[config.mk]
export PLATFORM = sky130hd
export DESIGN_NAME = lsu_mem_port
export DESIGN_NICKNAME = d
export VERILOG_FILES = /design/src/rtl/lsu_mem_port_pkg.sv /design/src/rtl/lsu_load_align.sv /design/src/rtl/lsu_mem_port.sv
export SDC_FILE = /design/constraint.sdc
export NUM_CORES = 1
export LEC_CHECK = 0
export BUFFER_PORTS_ARGS = -buffer_cell sky130_fd_sc_hd__buf_2
export CAP_MARGIN = 20
export CORE_MARGIN = 4
export CORE_UTILIZATION = 28
export CTS_BUF_LIST = sky130_fd_sc_hd__clkbuf_2 sky130_fd_sc_hd__clkbuf_4 sky130_fd_sc_hd__clkbuf_8
export DETAILED_ROUTE_END_ITERATION = 10
export PLACE_DENSITY = 0.65
export SLEW_MARGIN = 15
export SYNTH_ARGS = -nofsm -noshare
export SYNTH_HDL_FRONTEND = slang
export SYNTH_SLANG_ARGS = --single-unit
[constraint.sdc]
create_clock -name clk -period 1.95 [get_ports clk]
set_clock_uncertainty 0.15 [all_clocks]
set_input_delay 0.195 -clock clk [delete_from_list [all_inputs] [get_ports clk]]
set_output_delay 0.195 -clock clk [all_outputs]
set_load 0.005 [all_outputs]
[src/rtl/lsu_mem_port_pkg.sv]
// +--------------------------------------------------------------------+
// | lsu_mem_port_pkg: shared funct3 codes, FSM states, access helpers  |
// | Revision: 1.0                                                      |
// +--------------------------------------------------------------------+
`default_nettype none

package lsu_mem_port_pkg;

  localparam logic [2:0] F3_B  = 3'b000;
  localparam logic [2:0] F3_H  = 3'b001;
  localparam logic [2:0] F3_W  = 3'b010;
  localparam logic [2:0] F3_BU = 3'b100;
  localparam logic [2:0] F3_HU = 3'b101;

  localparam int BE_W = 4;

  typedef enum logic [1:0] {
    ST_IDLE = 2'd0,
    ST_REQ  = 2'd1,
    ST_DONE = 2'd2
  } lsu_state_e;

  // Loads and stores share the same lane mask; only the size bits matter.
  function automatic logic [BE_W-1:0] byte_en(input logic [2:0] f3, input logic [1:0] lo);
    case (f3[1:0])
      2'b00:   byte_en = 4'b0001 << lo;
      2'b01:   byte_en = 4'b0011 << lo;
      default: byte_en = 4'b1111;
    endcase
  endfunction

  function automatic logic access_legal(input logic is_store, input logic [2:0] f3,
                                        input logic [1:0] lo);
    logic f3_ok;
    logic align_ok;
    if (is_store) f3_ok = (f3 == F3_B) || (f3 == F3_H) || (f3 == F3_W);
    else          f3_ok = (f3 == F3_B) || (f3 == F3_H) || (f3 == F3_W) ||
                          (f3 == F3_BU) || (f3 == F3_HU);
    case (f3[1:0])
      2'b01:   align_ok = (lo[0] == 1'b0);
      2'b10:   align_ok = (lo == 2'b00);
      default: align_ok = 1'b1;
    endcase
    access_legal = f3_ok && align_ok;
  endfunction

endpackage

`default_nettype wire

[src/rtl/lsu_load_align.sv]
// +--------------------------------------------------------------------+
// | lsu_load_align: lane select and sign/zero extension of load data   |
// | Revision: 1.0                                                      |
// +--------------------------------------------------------------------+
`default_nettype none

module lsu_load_align
  import lsu_mem_port_pkg::*;
#(
  parameter int width = 32
) (
  input  logic [width-1:0] mem_rdata,
  input  logic [1:0]       addr_lo,
  input  logic [2:0]       funct3,
  output logic [width-1:0] load_data
);

  logic [7:0]  byte_lane;
  logic [15:0] half_lane;

  always_comb begin
    byte_lane = mem_rdata[{addr_lo, 3'b000} +: 8];
    half_lane = addr_lo[1] ? mem_rdata[31:16] : mem_rdata[15:0];
    case (funct3)
      F3_B:    load_data = {{(width-8){byte_lane[7]}}, byte_lane};
      F3_BU:   load_data = {{(width-8){1'b0}}, byte_lane};
      F3_H:    load_data = {{(width-16){half_lane[15]}}, half_lane};
      F3_HU:   load_data = {{(width-16){1'b0}}, half_lane};
      default: load_data = mem_rdata;
    endcase
  end

endmodule

`default_nettype wire

[src/rtl/lsu_mem_port.sv]
// +--------------------------------------------------------------------+
// | lsu_mem_port: multi-cycle load/store port to a handshaked memory   |
// | Revision: 1.0                                                      |
// +--------------------------------------------------------------------+
`default_nettype none

module lsu_mem_port
  import lsu_mem_port_pkg::*;
#(
  parameter int width   = 32,
  parameter int TIMEOUT = 16
) (
  input  logic              clk,
  input  logic              rst_n,
  input  logic              MemRead,
  input  logic              MemWrite,
  input  logic [2:0]        funct3,
  input  logic [width-1:0]  ALUResult,
  input  logic [width-1:0]  WriteData,
  output logic [width-1:0]  ReadData,
  output logic              stall,
  output logic              err,
  output logic              mem_req,
  output logic              mem_we,
  output logic [width-1:0]  mem_addr,
  output logic [BE_W-1:0]   mem_be,
  output logic [width-1:0]  mem_wdata,
  input  logic [width-1:0]  mem_rdata,
  input  logic              mem_ack
);

  localparam int              CNT_W    = (TIMEOUT > 1) ? $clog2(TIMEOUT) : 1;
  localparam logic [CNT_W-1:0] CNT_LAST = CNT_W'(TIMEOUT - 1);

  lsu_state_e        state;
  lsu_state_e        next_state;
  logic [CNT_W-1:0]  cnt;
  logic [2:0]        f3_q;
  logic [1:0]        lo_q;
  logic              access;
  logic              legal;
  logic              cnt_last;
  logic [BE_W-1:0]   be_next;
  logic [width-1:0]  wdata_next;
  logic [width-1:0]  load_data;

  assign access   = MemRead | MemWrite;
  assign legal    = access_legal(MemWrite, funct3, ALUResult[1:0]);
  assign cnt_last = (cnt == CNT_LAST);
  assign be_next  = byte_en(funct3, ALUResult[1:0]);

  always_comb begin
    case (funct3[1:0])
      2'b00:   wdata_next = {4{WriteData[7:0]}};
      2'b01:   wdata_next = {2{WriteData[15:0]}};
      default: wdata_next = WriteData;
    endcase
  end

  lsu_load_align #(
    .width (width)
  ) u_load_align (
    .mem_rdata (mem_rdata),
    .addr_lo   (lo_q),
    .funct3    (f3_q),
    .load_data (load_data)
  );

  always_ff @(posedge clk or negedge rst_n) begin
    if (!rst_n) state <= ST_IDLE;
    else        state <= next_state;
  end

  always_comb begin
    next_state = state;
    case (state)
      ST_IDLE: if (access) next_state = legal ? ST_REQ : ST_DONE;
      ST_REQ:  if (mem_ack || cnt_last) next_state = ST_DONE;
      ST_DONE: next_state = ST_IDLE;
      default: next_state = ST_IDLE;
    endcase
  end

  // Stall is gated by rst_n so an async reset releases the pipeline at once.
  always_comb begin
    stall   = 1'b0;
    mem_req = 1'b0;
    if (rst_n) begin
      case (state)
        ST_IDLE: stall = access;
        ST_REQ: begin
          stall   = 1'b1;
          mem_req = 1'b1;
        end
        default: ;
      endcase
    end
  end

  always_ff @(posedge clk or negedge rst_n) begin
    if (!rst_n) begin
      ReadData  <= '0;
      err       <= 1'b0;
      mem_we    <= 1'b0;
      mem_addr  <= '0;
      mem_be    <= '0;
      mem_wdata <= '0;
      f3_q      <= 3'b000;
      lo_q      <= 2'b00;
      cnt       <= '0;
    end else begin
      case (state)
        ST_IDLE: begin
          if (access) begin
            if (legal) begin
              mem_addr  <= {ALUResult[width-1:2], 2'b00};
              mem_we    <= MemWrite;
              mem_be    <= be_next;
              mem_wdata <= wdata_next;
              f3_q      <= funct3;
              lo_q      <= ALUResult[1:0];
              cnt       <= '0;
            end else begin
              err      <= 1'b1;
              ReadData <= '0;
            end
          end
        end
        ST_REQ: begin
          if (mem_ack) begin
            if (!mem_we) ReadData <= load_data;
          end else if (cnt_last) begin
            err      <= 1'b1;
            ReadData <= '0;
          end else begin
            cnt <= cnt + 1'b1;
          end
        end
        default: ;
      endcase
    end
  end

endmodule

`default_nettype wire

### Word-level counts from Yosys, hierarchy flattened

Index checks and enable logic that the tools add are counted.

* bits in registers: 111
* input bits: 104
* output and inout bits: 104
* logic and storage cells: 83

* $add $sub $neg: 1
* eq/ne operators: 20
* shifts and indexed selects: 3
* mux-type cells: 30
* bitwise gates (word level): 2
* reductions and logical operators: 17

Operators by type and width (number)
* $mux 32: 5
* $pmux 32 s2: 2
* $pmux 32 s4: 1
* $shiftx 32x6->8: 1
* $mux 16: 1
* $mux 4: 4
* $pmux 4 s2: 2
* $reduce_and 5->1: 3
* $ne 2x2->1 const B: 7
* $eq 3x3->1 const B: 4
* $mux 1: 8
* $eq 3x1->1 const B: 2
* $logic_not 2->1: 3
* $logic_not 3->1: 2
* $mux 2: 3
* $ne 3x3->1 const B: 2
* $pmux 1 s2: 3
* $logic_or 1x1->1: 5
* $add 4x1->4 const B: 1
* $eq 2x1->1 const B: 2
* $eq 4x4->1 const B: 1
* $pmux 2 s2: 1
* $shl 1x2->4 const A: 1
* $shl 2x2->4 const A: 1
* other kinds (8): 8

### Logic depth before layout (Yosys ltp)

Gate-level depths: netlist of the first run.

* depth in word-level cells: 10
* depth in mapped cells: 12

### Hierarchy

From an unflattened synthesis of the first run, not the netlist that was laid out.

* cell total of the unflattened synthesis: 455
* area total of the unflattened synthesis: 5529.1 um2

By module, submodules not included
* lsu_mem_port: instances 1, cells an instance 359, area each 4683.2 um2
* lsu_load_align: instances 1, cells an instance 96, area each 845.8 um2

### Worst setup path before layout of the first run

No wires, ideal clock.

* path kind: input to register
* start: input funct3[1]
* end: register ReadData[6]
* arrival time: 2.497 ns
* data required time: 1.672 ns
* path slack: -0.824 ns
* cell stages on the path: 10
* path through: clkbuf_1 inv_1 ha_1 buf_2 or2_4 a21oi_2 a211oi_2 a2111oi_4 buf_6 mux2_1

* longest elaborated chain between the ends: 9
* elaborated cells on any way between the ends: 16
* classes of those cells: eq/ne: 7; mux: 2; reduce/logical: 7

Ends and longest elaborated chain
* start, declared: RTL line lsu_mem_port.sv:17 `input logic [2:0] funct3,`
* $eq 3x1->1 or $logic_not 3->1 (tied branches): RTL line lsu_mem_port_pkg.sv:36, lsu_mem_port_pkg.sv:37
* $logic_or 1x1->1 (2 in a row): RTL line lsu_mem_port_pkg.sv:36, lsu_mem_port_pkg.sv:37
* $logic_or 1x1->1: RTL line lsu_mem_port_pkg.sv:37 `else f3_ok = (f3 == F3_B) || (f3 == F3_H) || (f3 == F3_W) ||`
* $logic_or 1x1->1: RTL line lsu_mem_port_pkg.sv:38 `(f3 == F3_BU) || (f3 == F3_HU);`
* $mux 1: RTL line lsu_mem_port_pkg.sv:36 `if (is_store) f3_ok = (f3 == F3_B) || (f3 == F3_H) || (f3 == F3_W);`
* $logic_and 1x1->1 *: RTL line lsu_mem_port_pkg.sv:44 `access_legal = f3_ok && align_ok;`
* $ne 2x2->1 (no line) *
* $reduce_and 5->1 (no line) *
* end signal, assigned: RTL line lsu_mem_port.sv:131 `if (!mem_we) ReadData <= load_data;`
* end, declared: RTL line lsu_mem_port.sv:20 `output logic [width-1:0] ReadData,`

Every way passes the cells marked *; elsewhere a longest branch is shown, timed or not.
A chain may end at the register's enable or synchronous reset.

### Worst setup path after layout of the first run

* start: register state[0]
* end: register mem_be[1]

* longest elaborated chain between the ends: 2

Ends and longest elaborated chain
* start, declared: RTL line lsu_mem_port.sv:35 `lsu_state_e state;`
* start signal, assigned: RTL line lsu_mem_port.sv:71 `else state <= next_state;`
* $logic_not 2->1: RTL line lsu_mem_port.sv:112 `case (state)`
* $reduce_and 3->1 (no line)
* end signal, assigned: RTL line lsu_mem_port.sv:118 `mem_be <= be_next;`
* end, declared: RTL line lsu_mem_port.sv:26 `output logic [BE_W-1:0] mem_be,`

No other way between the ends.

==> metrics, run 1 <==
status finished with violations; failing checks negative setup slack; nets@finish 912; Iter 0 DRT Violations 168; Netlist cell types 48; Critical Path Source Type flop; synth warn 0; die area 21,530 µm²; number of flops mapped to enable cells by yosys 0; Final Hold Vio Count 0; slowest CP cell a2111o_2; flops & latches, synth 111; largest family of logic cells by synthesized area multiplexers; grt total ovfl 0; CP Cell Sequence a211o_1 -> a2111o_2 -> buf_12 -> buf_16 -> mux2_4; CTS Sinks 111; Placed Instances 960; delay-heaviest family, CP compound AO/OA/AOI/OAI gates; synthesized area 5389 µm²; post-synthesis xor/xnor area fraction 0.3251%; Area Overhead vs Synth 60.46%; cts bufs inserted 9; num rows 50; sequential share of the synthesized area 51.54%; final worst setup slack -0.1419 ns; Layout fillers 1,743; max-capacitance violation count 0; proportion of synthesized area in mux cells 18.81%; combinational group share of total power 47.4%; setup TNS -6.557 ns; CP required 2.07 ns; reg2reg path depth 5; Slew Viols, Final 0; IO buf count 205; unrepaired setup endpoints after global routing true; Clk Latency, worst-skew pair 0.38 ns; largest net degree at the start of global routing 111; VDD IR max 0.0005497 V; Clock power frac 15.8%; storage element area 2778 µm²; Die Ht 146.7 µm; Worst path depth 5; Starting Density 28.62%; I/O Pins 208; Vias 5,070; Avg Inst Size Synth 11.20 µm²; Max Fclk 478.0 MHz; footprint of the multi-input gates 2681 µm²; Compound-Gate Fraction of Synth Area 15.39%; final wirelength 18,710 µm; first-pass GRT wire length 29,300 µm; switching share of power 34.52%; ys flop type dfrtp_1; RePlAce Congestion 0.8775; switching pwr 3480 µW; # DRC 0; Worst slew margin 54.48%; gr usage total 17.03%; drt wl/cell 17.50 µm; vias in the first global route 5,445; Die Wd 146.7 µm; largest fanout on the critical path 5; Vias/cell 4.743; slowest cell delay on critical path 0.51 ns; Hold Path Depth 3; Post-Synth Simple-Gate Area 8.103%; critical path type reg2reg; Flop pwr share 36.8%; Pwr Density 1166 nW/µm²; Internal Dissipation 6602 µW; Root Driver clkbuf_8; Worst Path Buf+Inv 2; CTS tree done; Syn Inst Count 481; min-delay worst type in2reg; diodes inserted 0; Core ar. 18,830 µm²; Post-synth ARST share 100.0%; actual slew at the worst max-slew pin 0.6803 ns; Arrival @ worst endpoint 2.21 ns; layout cells sized above 1 45.74%; clk buf depth 2; Tmin final 2.092 ns; clock-pin slew on the worst setup and hold paths 0.11 ns; Final HPWL DP 12,390 µm; Pre-antenna DRT Iters 5; Worst setup EP type flop; final core utilization 45.92%; initial antenna violation count 2; Non-Filler Instances 1,069; Post-Synth Adder-Cell Area 0.9287%; antenna-violating nets left 0; H-tree levels 3; # setup viols final 100; final worst path period share 107.3%; Leak 0.004335 µW
==> cell usage after synthesis (2+ instances only) <==
cell type	number	area, µm²
dfrtp_1	111	2778
mux2_2	44	495.5
nand2_1	39	146.4
a21oi_1	37	185.2
o21ai_0	32	160.2
mux2i_1	27	270.3
inv_1	24	90.09
clkbuf_1	15	56.30
nor2_1	15	56.30
mux2_1	12	135.1
nor2b_1	11	68.82
buf_2	10	50.05
a22o_1	9	78.83
a22oi_1	8	60.06
a31oi_1	6	37.54
nand2b_1	6	37.54
a2111oi_0	5	43.79
and2_1	5	31.28
mux4_2	5	112.6
o22ai_1	5	31.28
buf_4	4	30.03
ha_1	4	50.05
nor3_1	4	20.02
o21a_1	4	30.03
a21o_1	3	22.52
and3_1	3	18.77
buf_1	3	11.26
o221ai_1	3	26.28
a2111oi_4	2	55.05
buf_6	2	22.52
nand3_1	2	10.01
o31a_1	2	17.52
or2_2	2	12.51
or3_1	2	12.51
xnor2_1	2	17.52
==> power groups by stage <==
stage | Clock (µW) | Combinational [µW] | Sequential, µW
after detailed placement | 0 | 4180 | 3690
after global routing | 1740 | 5170 | 3840
final | 1590 | 4780 | 3710
after global placement | 0 | 4070 | 3720
after floorplan | 0 | 2330 | 3730
after CTS | 1660 | 4410 | 3690
==> per-layer routing <==
layer  global-route usage, %  wire (µm)  up-vias
li1                        -          -     2356
met1                   21.52       7702     2390
met2                   27.52       8665      275
met3                   4.966       1724       45
met4                   6.773        572        4
met5                       0         40        -
==> sequential cells by signal, summed over array words and instances, names as in the netlist <==
| signal | cells |
|---|---|
| ReadData | 32 |
| mem_wdata | 32 |
| mem_addr | 30 |
| cnt | 4 |
| mem_be | 4 |
| f3_q | 3 |
| lo_q | 2 |
| state | 2 |
| err | 1 |
| mem_we | 1 |
==> cells in the final DEF, fill, tap and decap left out, types with 4 or more instances in the layout <==
cell type,n
buf_2,204
dfrtp_1,111
dlygate4sd3_1,81
mux2_4,44
buf_4,39
nand2_1,36
mux2i_1,27
a21oi_1,26
inv_1,22
o21ai_1,17
nor2_1,15
o21ai_0,13
nor2b_1,10
a21oi_2,9
a22o_1,9
clkbuf_8,9
mux2_1,8
a22oi_1,8
buf_12,8
nand2b_1,6
a31oi_1,6
o22ai_1,5
mux4_2,5
buf_6,5
and2_1,4
mux2_2,4
o21a_1,4
clkbuf_16,4
==> kinds of logic after synthesis <==
group / count (synthesis)
xor+xnor: 2
fa+ha+maj: 4
simple gates: 92
compound gates: 125
other cells: 1
mux: 88
buf+inv: 58
flops: 111
==> final timing paths <==
check / end / slack (ns) / from
worst max-delay path: mem_be[1] / -0.14 / state[0]
worst min-delay path: ReadData[21] / 0.02 / mem_rdata[21]
worst max register to register: mem_be[1] / -0.14 / state[0]
worst min register to register: err / 0.32 / err
max in group asynchronous: mem_addr[20] / 0.86 / rst_n
min in group asynchronous: ReadData[22] / 0.33 / rst_n
==> timing repair <==
| action | CTS | global route |
|---|---|---|
| pin swaps | 1 | 5 |
| cloned | 3 | 4 |
| hold buffers | 80 | 1 |
| resized for setup | 15 | 46 |
| endpoints found under the setup margin | 86 | 104 |
| hold endpoints to repair | 188 | 1 |
| buffers inserted | 0 | 5 |
==> final cells by class <==
cell class	instances	share of cell area (%)
tap	260	3.762
clock buffer	10	1.519
inverter	24	1.100
timing repair buffer	345	29.42
multi-input combinational	313	31.01
clock inverter	6	1.071
sequential	111	32.12
==> metrics by stage <==
stage          hold WS, ns  cell area, µm²  total power, µW  setup slack, ns
2_1_floorplan      -0.2506            5684             6057          -0.2732
3_3_place_gp       -0.1534            7208             7792          -0.2119
3_5_place_dp       -0.1505            7208             7863          -0.2830
4_1_cts          0.0001953            8357             9762         -0.08100
5_1_grt         -0.0005518            8647            10750          -0.2040
6_report           0.01860            8647            10080          -0.1419
==> worst reg2reg max path: stages, from the launching register on <==
cell      delay [ns]
dfrtp_1         0.42
a211o_1         0.30
a2111o_2        0.51
buf_12          0.18
buf_16          0.14
mux2_4          0.29
Power figures use the tool's default switching activity.
==> run 2: changes to the inputs <==
--- a/config.mk
+++ b/config.mk
@@ -11,7 +11,8 @@
 export CORE_UTILIZATION = 28
 export CTS_BUF_LIST = sky130_fd_sc_hd__clkbuf_2 sky130_fd_sc_hd__clkbuf_4 sky130_fd_sc_hd__clkbuf_8
 export DETAILED_ROUTE_END_ITERATION = 10
-export PLACE_DENSITY = 0.65
+export PLACE_DENSITY = 0.6
+export RECOVER_POWER = 50
 export SLEW_MARGIN = 15
 export SYNTH_ARGS = -nofsm -noshare
 export SYNTH_HDL_FRONTEND = slang
==> run 2 against run 1 <==
The flow still finishes with violations (negative setup slack); sequential power is essentially flat; total power shrank 5.4%; via count shrank 2.4%; critical path depth is the same; cell count shrank 0.28%; die area is the same; wire length shrank 6.1%; worst hold slack gained 0.012 ns; maximum frequency grew 3.5%; sequential share of layout area grew 0.74 points; register-to-register slack gained 0.07 ns; critical endpoint is now ReadData[8]; largest power group unchanged; highest routed layer unchanged.
==> metrics, run 2 (synthesis results as in run 1) <==
antenna-violating nets left 0; cts bufs inserted 9; I/O Pins 208; max-capacitance violation count 0; reg2reg path depth 5; min-delay worst type in2reg; Vias/cell 4.642; CTS tree done; VDD IR max 0.0006428 V; status finished with violations; global routing usage on met2 25.74%; Internal Dissipation 6201 µW; Slew Viols, Final 0; Iter 0 DRT Violations 273; Tmin final 2.020 ns; Die Wd 146.7 µm; Worst slew margin 30.19%; Arrival @ worst endpoint 2.12 ns; gr usage total 15.87%; clk buf depth 2; # DRC 0; met1 Usage GRT 20.74%; Pre-antenna DRT Iters 5; critical path type reg2reg; crit path to ReadData[8]; final wirelength 17,560 µm; Pwr Density 1127 nW/µm²; grt total ovfl 0; first-pass GRT wire length 27,260 µm; die area 21,530 µm²; Root Driver clkbuf_8; CP required 2.05 ns; final worst setup slack -0.07029 ns; unrepaired setup endpoints after global routing true; clock-pin slew on the worst setup and hold paths 0.11 ns; initial antenna violation count 1; vias in the first global route 5,039; Placed Instances 962; drt wl/cell 16.48 µm; final worst path period share 103.6%; H-tree levels 3; Core ar. 18,830 µm²; RePlAce Congestion 0.7968; combinational group share of total power 47.4%; Clock power frac 13.4%; largest registers ReadData: 32 flops, mem_wdata: 32 flops, mem_addr: 30 flops; Leak 0.004269 µW; IO buf count 205; Non-Filler Instances 1,066; # setup viols final 32; Layout fillers 1,763; busiest layer in global routing met2; actual slew at the worst max-slew pin 1.047 ns; Clk Latency, worst-skew pair 0.38 ns; Final Hold Vio Count 0; Area Overhead vs Synth 56.93%; Worst setup EP type flop; num rows 50; CTS Sinks 111; Die Ht 146.7 µm; post-layout instance area 8457 µm²; flop-to-flop setup slack -0.07 ns; diodes inserted 0; layout cells sized above 1 44.91%; total design power 9533 µW; met3 Use GR 4.503%; FF-to-FF End ReadData[8]; Final HPWL DP 12,210 µm; Starting Density 28.62%; Flop pwr share 39.2%; switching pwr 3332 µW; Max Fclk 495.0 MHz; crit path launch state[0]; largest fanout on the critical path 20; largest net degree at the start of global routing 111; Vias 4,948; commonest non-fill, non-tap cell in the layout buf_2; placed cell area 7223 µm²; commonest non-fill, non-tap cells in the layout buf_2, dfrtp_1, dlygate4sd3_1, mux2_4, buf_4; reg2reg start state[0]; failing checks negative setup slack; switching share of power 34.95%; nets@finish 910; Critical Path Source Type flop
## run 2: cell types whose count changed in the layout (fill, tap and decap cells not counted), moves of 3 or more
cell and delta:
nand2_1 -3, nand2_2 +3, clkinv_2 +3, o21ai_2 +3
a21oi_1 +11, a21oi_2 -9, o21ai_1 -5
## run 2: stage by stage
stage,utilization [%],hold WS (ns),setup slack (ns),TNS (ns)
2_1_floorplan,-,-0.2506,-0.2732,-10.79
3_3_place_gp,38.36,-0.1381,-0.2555,-19.49
3_5_place_dp,38.36,-0.1376,-0.2995,-23.03
4_1_cts,44.25,0.005332,-0.1329,-5.624
5_1_grt,44.91,0.03197,-0.1197,-6.808
6_report,44.91,0.03015,-0.07029,-1.102
## run 2: area by class of cell
cell class / count / area (µm²) / area share (%)
multi-input cells: 313 / 2629 / 31.08
flip-flops and latches: 111 / 2779 / 32.86
repair buffers: 343 / 2466 / 29.16
well taps: 260 / 325.3 / 3.847
clock buffers: 11 / 138.9 / 1.642
inverters: 24 / 95.09 / 1.124
clock inverters: 4 / 23.77 / 0.2811
## run 2: power groups by stage
stage	Sequential [µW]	Clock [µW]	Combinational, µW
2_1_floorplan	3730	0	2330
3_3_place_gp	3730	0	4040
4_1_cts	3690	1340	4400
3_5_place_dp	3680	0	4150
6_report	3730	1280	4520
5_1_grt	3830	1410	4920
## run 2: timing repair
action	in CTS	in global routing
gates cloned	3	3
hold buffers	79	0
resized for setup	23	27
pin swaps	2	3
hold endpoints to repair	187	0
setup endpoints to repair	82	97
buffers inserted	4	0
## run 2: metal layers
layer / routed length [µm] / up-vias
met2: 8198 / 230
met1: 7580 / 2353
met5: 12 / -
li1: - / 2341
met3: 1510 / 22
met4: 262 / 2
## run 2: worst min-delay path by stage
stage,endpoint,cells after the start,startpoint,slack (ns)
2_1_floorplan,ReadData[0],0,rst_n,-0.25
3_3_place_gp,err,1,rst_n,-0.14
5_1_grt,ReadData[29],3,mem_rdata[29],0.03
6_report,ReadData[19],3,mem_rdata[19],0.03
3_5_place_dp,err,1,rst_n,-0.14
4_1_cts,ReadData[29],3,mem_rdata[29],0.005
## run 2: worst max-delay path, cell delays in order, from the launching register on
cell and delay [ns]:
dfrtp_1 0.42, nor2b_2 0.19, and2_4 0.17, a2111oi_4 0.40, buf_12 0.23, mux2_2 0.35
==> run 3: changes to the inputs <==
--- a/config.mk
+++ b/config.mk
@@ -5,13 +5,14 @@
 export SDC_FILE = /design/constraint.sdc
 export NUM_CORES = 1
 export LEC_CHECK = 0
+export ABC_AREA = 1
 export BUFFER_PORTS_ARGS = -buffer_cell sky130_fd_sc_hd__buf_2
 export CAP_MARGIN = 20
 export CORE_MARGIN = 4
 export CORE_UTILIZATION = 28
 export CTS_BUF_LIST = sky130_fd_sc_hd__clkbuf_2 sky130_fd_sc_hd__clkbuf_4 sky130_fd_sc_hd__clkbuf_8
 export DETAILED_ROUTE_END_ITERATION = 10
-export PLACE_DENSITY = 0.6
+export PLACE_DENSITY = 0.59
 export RECOVER_POWER = 50
 export SLEW_MARGIN = 15
 export SYNTH_ARGS = -nofsm -noshare
==> run 3 against run 2 <==
The flow now finishes without violations; total power is 2.5% higher; global-route usage up 0.93 points; worst setup slack improved by 0.23 ns; largest cell class unchanged; combinational power is essentially flat; critical path type is now in2reg; critical path depth grew 6.
==> metrics, run 3 <==
largest net degree at the start of global routing 112; final core utilization 40.62%; top cell type's share of synthesized area 49.76%; Core ar. 19,530 µm²; leading post-synthesis cells by cell area dfrtp_1, nand2_1, o21ai_0; Arrival @ worst endpoint 1.91 ns; antenna-violating nets left 0; flop-to-flop setup slack 0.19 ns; reg2reg start cnt[0]; Syn Inst Count 746; Worst Path Buf+Inv 3; total design power 9772 µW; Pre-antenna DRT Iters 5; first-pass GRT wire length 29,950 µm; Post-synth ARST share 100.0%; Hold WS 0.02210 ns; IO buf count 205; Synth top cells by count nand2_1, dfrtp_1, o21ai_0; FF-to-FF End ReadData[2]; crit path to mem_wdata[31]; Worst path depth 11; delay-heaviest family, CP buffers and inverters; final worst path period share 91.72%; Vias/cell 4.550; CTS tree done; min-delay worst type in2reg; slowest CP cell dlygate4sd3_1; grt total ovfl 0; Leak 0.004247 µW; synthesized area 5582 µm²; CP Cell Sequence dlygate4sd3_1 -> buf_2 -> nor2_1 -> nand2_1 -> nand2_1 -> nand2_1 -> nor2_1 -> nand2_2 -> buf_12 -> nand2_1 -> o21ai_1; critical path type in2reg; final wirelength 18,660 µm; Slew Viols, Final 0; actual slew at the worst max-slew pin 1.072 ns; Pwr Density 1232 nW/µm²; RePlAce Congestion 0.8305; gr usage total 16.80%; Area Overhead vs Synth 42.10%; num rows 51; flops & latches, synth 111; Max Fclk 559.1 MHz; cell taking the most area after synthesis dfrtp_1; nets@finish 1,136; status finished, final reports clean; crit path launch ALUResult[0]; Root Driver clkbuf_8; commonest non-fill, non-tap cell in the layout nand2_1; initial antenna violation count 2; synth warn 0; Tmin final 1.789 ns; Die Wd 149.2 µm; Vias 5,910; unrepaired setup endpoints after global routing false; count leader, synth nand2_1; drt wl/cell 14.36 µm; Iter 0 DRT Violations 326; Worst slew margin 28.52%; commonest non-fill, non-tap cells in the layout nand2_1, buf_2, dfrtp_1, dlygate4sd3_1, o21ai_0; vias in the first global route 5,750; cts bufs inserted 9; Critical Path Source Type input port; max-capacitance violation count 0; most frequent CP cell nand2_1; # setup viols final 0; largest registers ReadData: 32 flops, mem_wdata: 32 flops, mem_addr: 30 flops; layout cells sized above 1 24.10%; CTS Sinks 111; Final Hold Vio Count 0; reg2reg path depth 10; Hold Startpoint mem_rdata[5]; Die Ht 149.2 µm; # DRC 0; I/O Pins 208; Avg Inst Size Synth 7.482 µm²; Netlist cell types 25; number of flops mapped to enable cells by yosys 0; CP required 2.07 ns; ys flop type dfrtp_1; die area 22,260 µm²; slowest cell delay on critical path 0.55 ns; VDD IR max 0.0005628 V; H-tree levels 3; clock-pin slew on the worst setup and hold paths 0.10 ns; largest fanout on the critical path 54; Final HPWL DP 13,170 µm; Clk Latency, worst-skew pair 0.39 ns; sequential share of the synthesized area 49.76%; Starting Density 28.59%; setup TNS 0 ns; Worst setup EP type flop; clk buf depth 2
==> run 3: cells by family (layout without fill, tap and decap cells) <==
group | Yosys count | count (layout) | share of synthesized area, %
xor gates and xnor gates | 1 | 1 | 0.1569
and+or+nand+nor | 403 | 404 | 29.07
AOI/OAI and AO/OA | 145 | 145 | 13.23
buffers and inverters | 81 | 366 | 6.815
other | 1 | 3 | 0.06718
DFF | 111 | 111 | 49.76
adders and majority gates | 4 | 4 | 0.8967
==> run 3: final cells by class <==
type,instances,area [µm²]
repair buffers,307,2014
clock inverters,6,62.56
inverters,43,161.4
multi-input cells,556,2444
well taps,265,331.6
clock buffers,10,137.6
diodes,1,2.502
fillers,2059,11590
flip-flops and latches,111,2778
==> run 3: power breakdown <==
| part | total [µW] | switching (µW) | leakage, µW | internal [µW] |
|---|---|---|---|---|
| registers | 3820 | 598 | 0.00143 | 3230 |
| clock network | 1420 | 891 | 0.0000953 | 532 |
| logic | 4520 | 2620 | 0.00272 | 1910 |
==> run 3: worst register-to-register path, stage by stage, from the launching register on <==
cell	delay (ns)
dfrtp_1	0.43
ha_1	0.23
nand3_1	0.12
nand3_1	0.09
nand2_1	0.09
inv_2	0.05
nand2_2	0.16
nor2_4	0.05
buf_12	0.15
nand2_1	0.08
nand2_1	0.05
==> run 3: how the worst min path moves through the flow <==
stage,end,slack [ns],cells after the start
floorplan,ReadData[0],-0.25,0
global placement,ReadData[0],0.22,2
detailed placement,ReadData[6],0.22,2
CTS,ReadData[5],0.004,5
global route,ReadData[4],0.03,5
finish,ReadData[5],0.02,5
==> run 3: what timing repair did <==
item | CTS | global route
pin swaps | 1 | 2
setup buffers | 0 | 4
setup endpoints to repair | 27 | 21
hold buffers | 67 | 0
resized for setup | 1 | 1
gates cloned | 1 | 0
hold endpoints to repair | 178 | 0
==> run 3: per-layer routing <==
| metal | up-vias | wire [µm] | track usage, % | part of all wire, % |
|---|---|---|---|---|
| met5 | - | 27 | 0 | 0.14 |
| met4 | 4 | 379 | 5.309 | 2.0 |
| met3 | 27 | 1767 | 4.467 | 9.5 |
| met2 | 245 | 8327 | 25.93 | 45 |
| met1 | 2712 | 8153 | 23.04 | 44 |
| li1 | 2922 | - | - | - |
==> run 3: metrics by stage <==
stage | std cells | worst slack [ns] | cell area, µm²
2_1_floorplan | 747 | 0.3461 | 5585
3_3_place_gp | 1210 | -0.1178 | 7049
3_5_place_dp | 1210 | -0.1608 | 7049
4_1_cts | 1294 | 0.06458 | 7931
5_1_grt | 1298 | 0.009220 | 7929
6_report | 1299 | 0.1614 | 7931
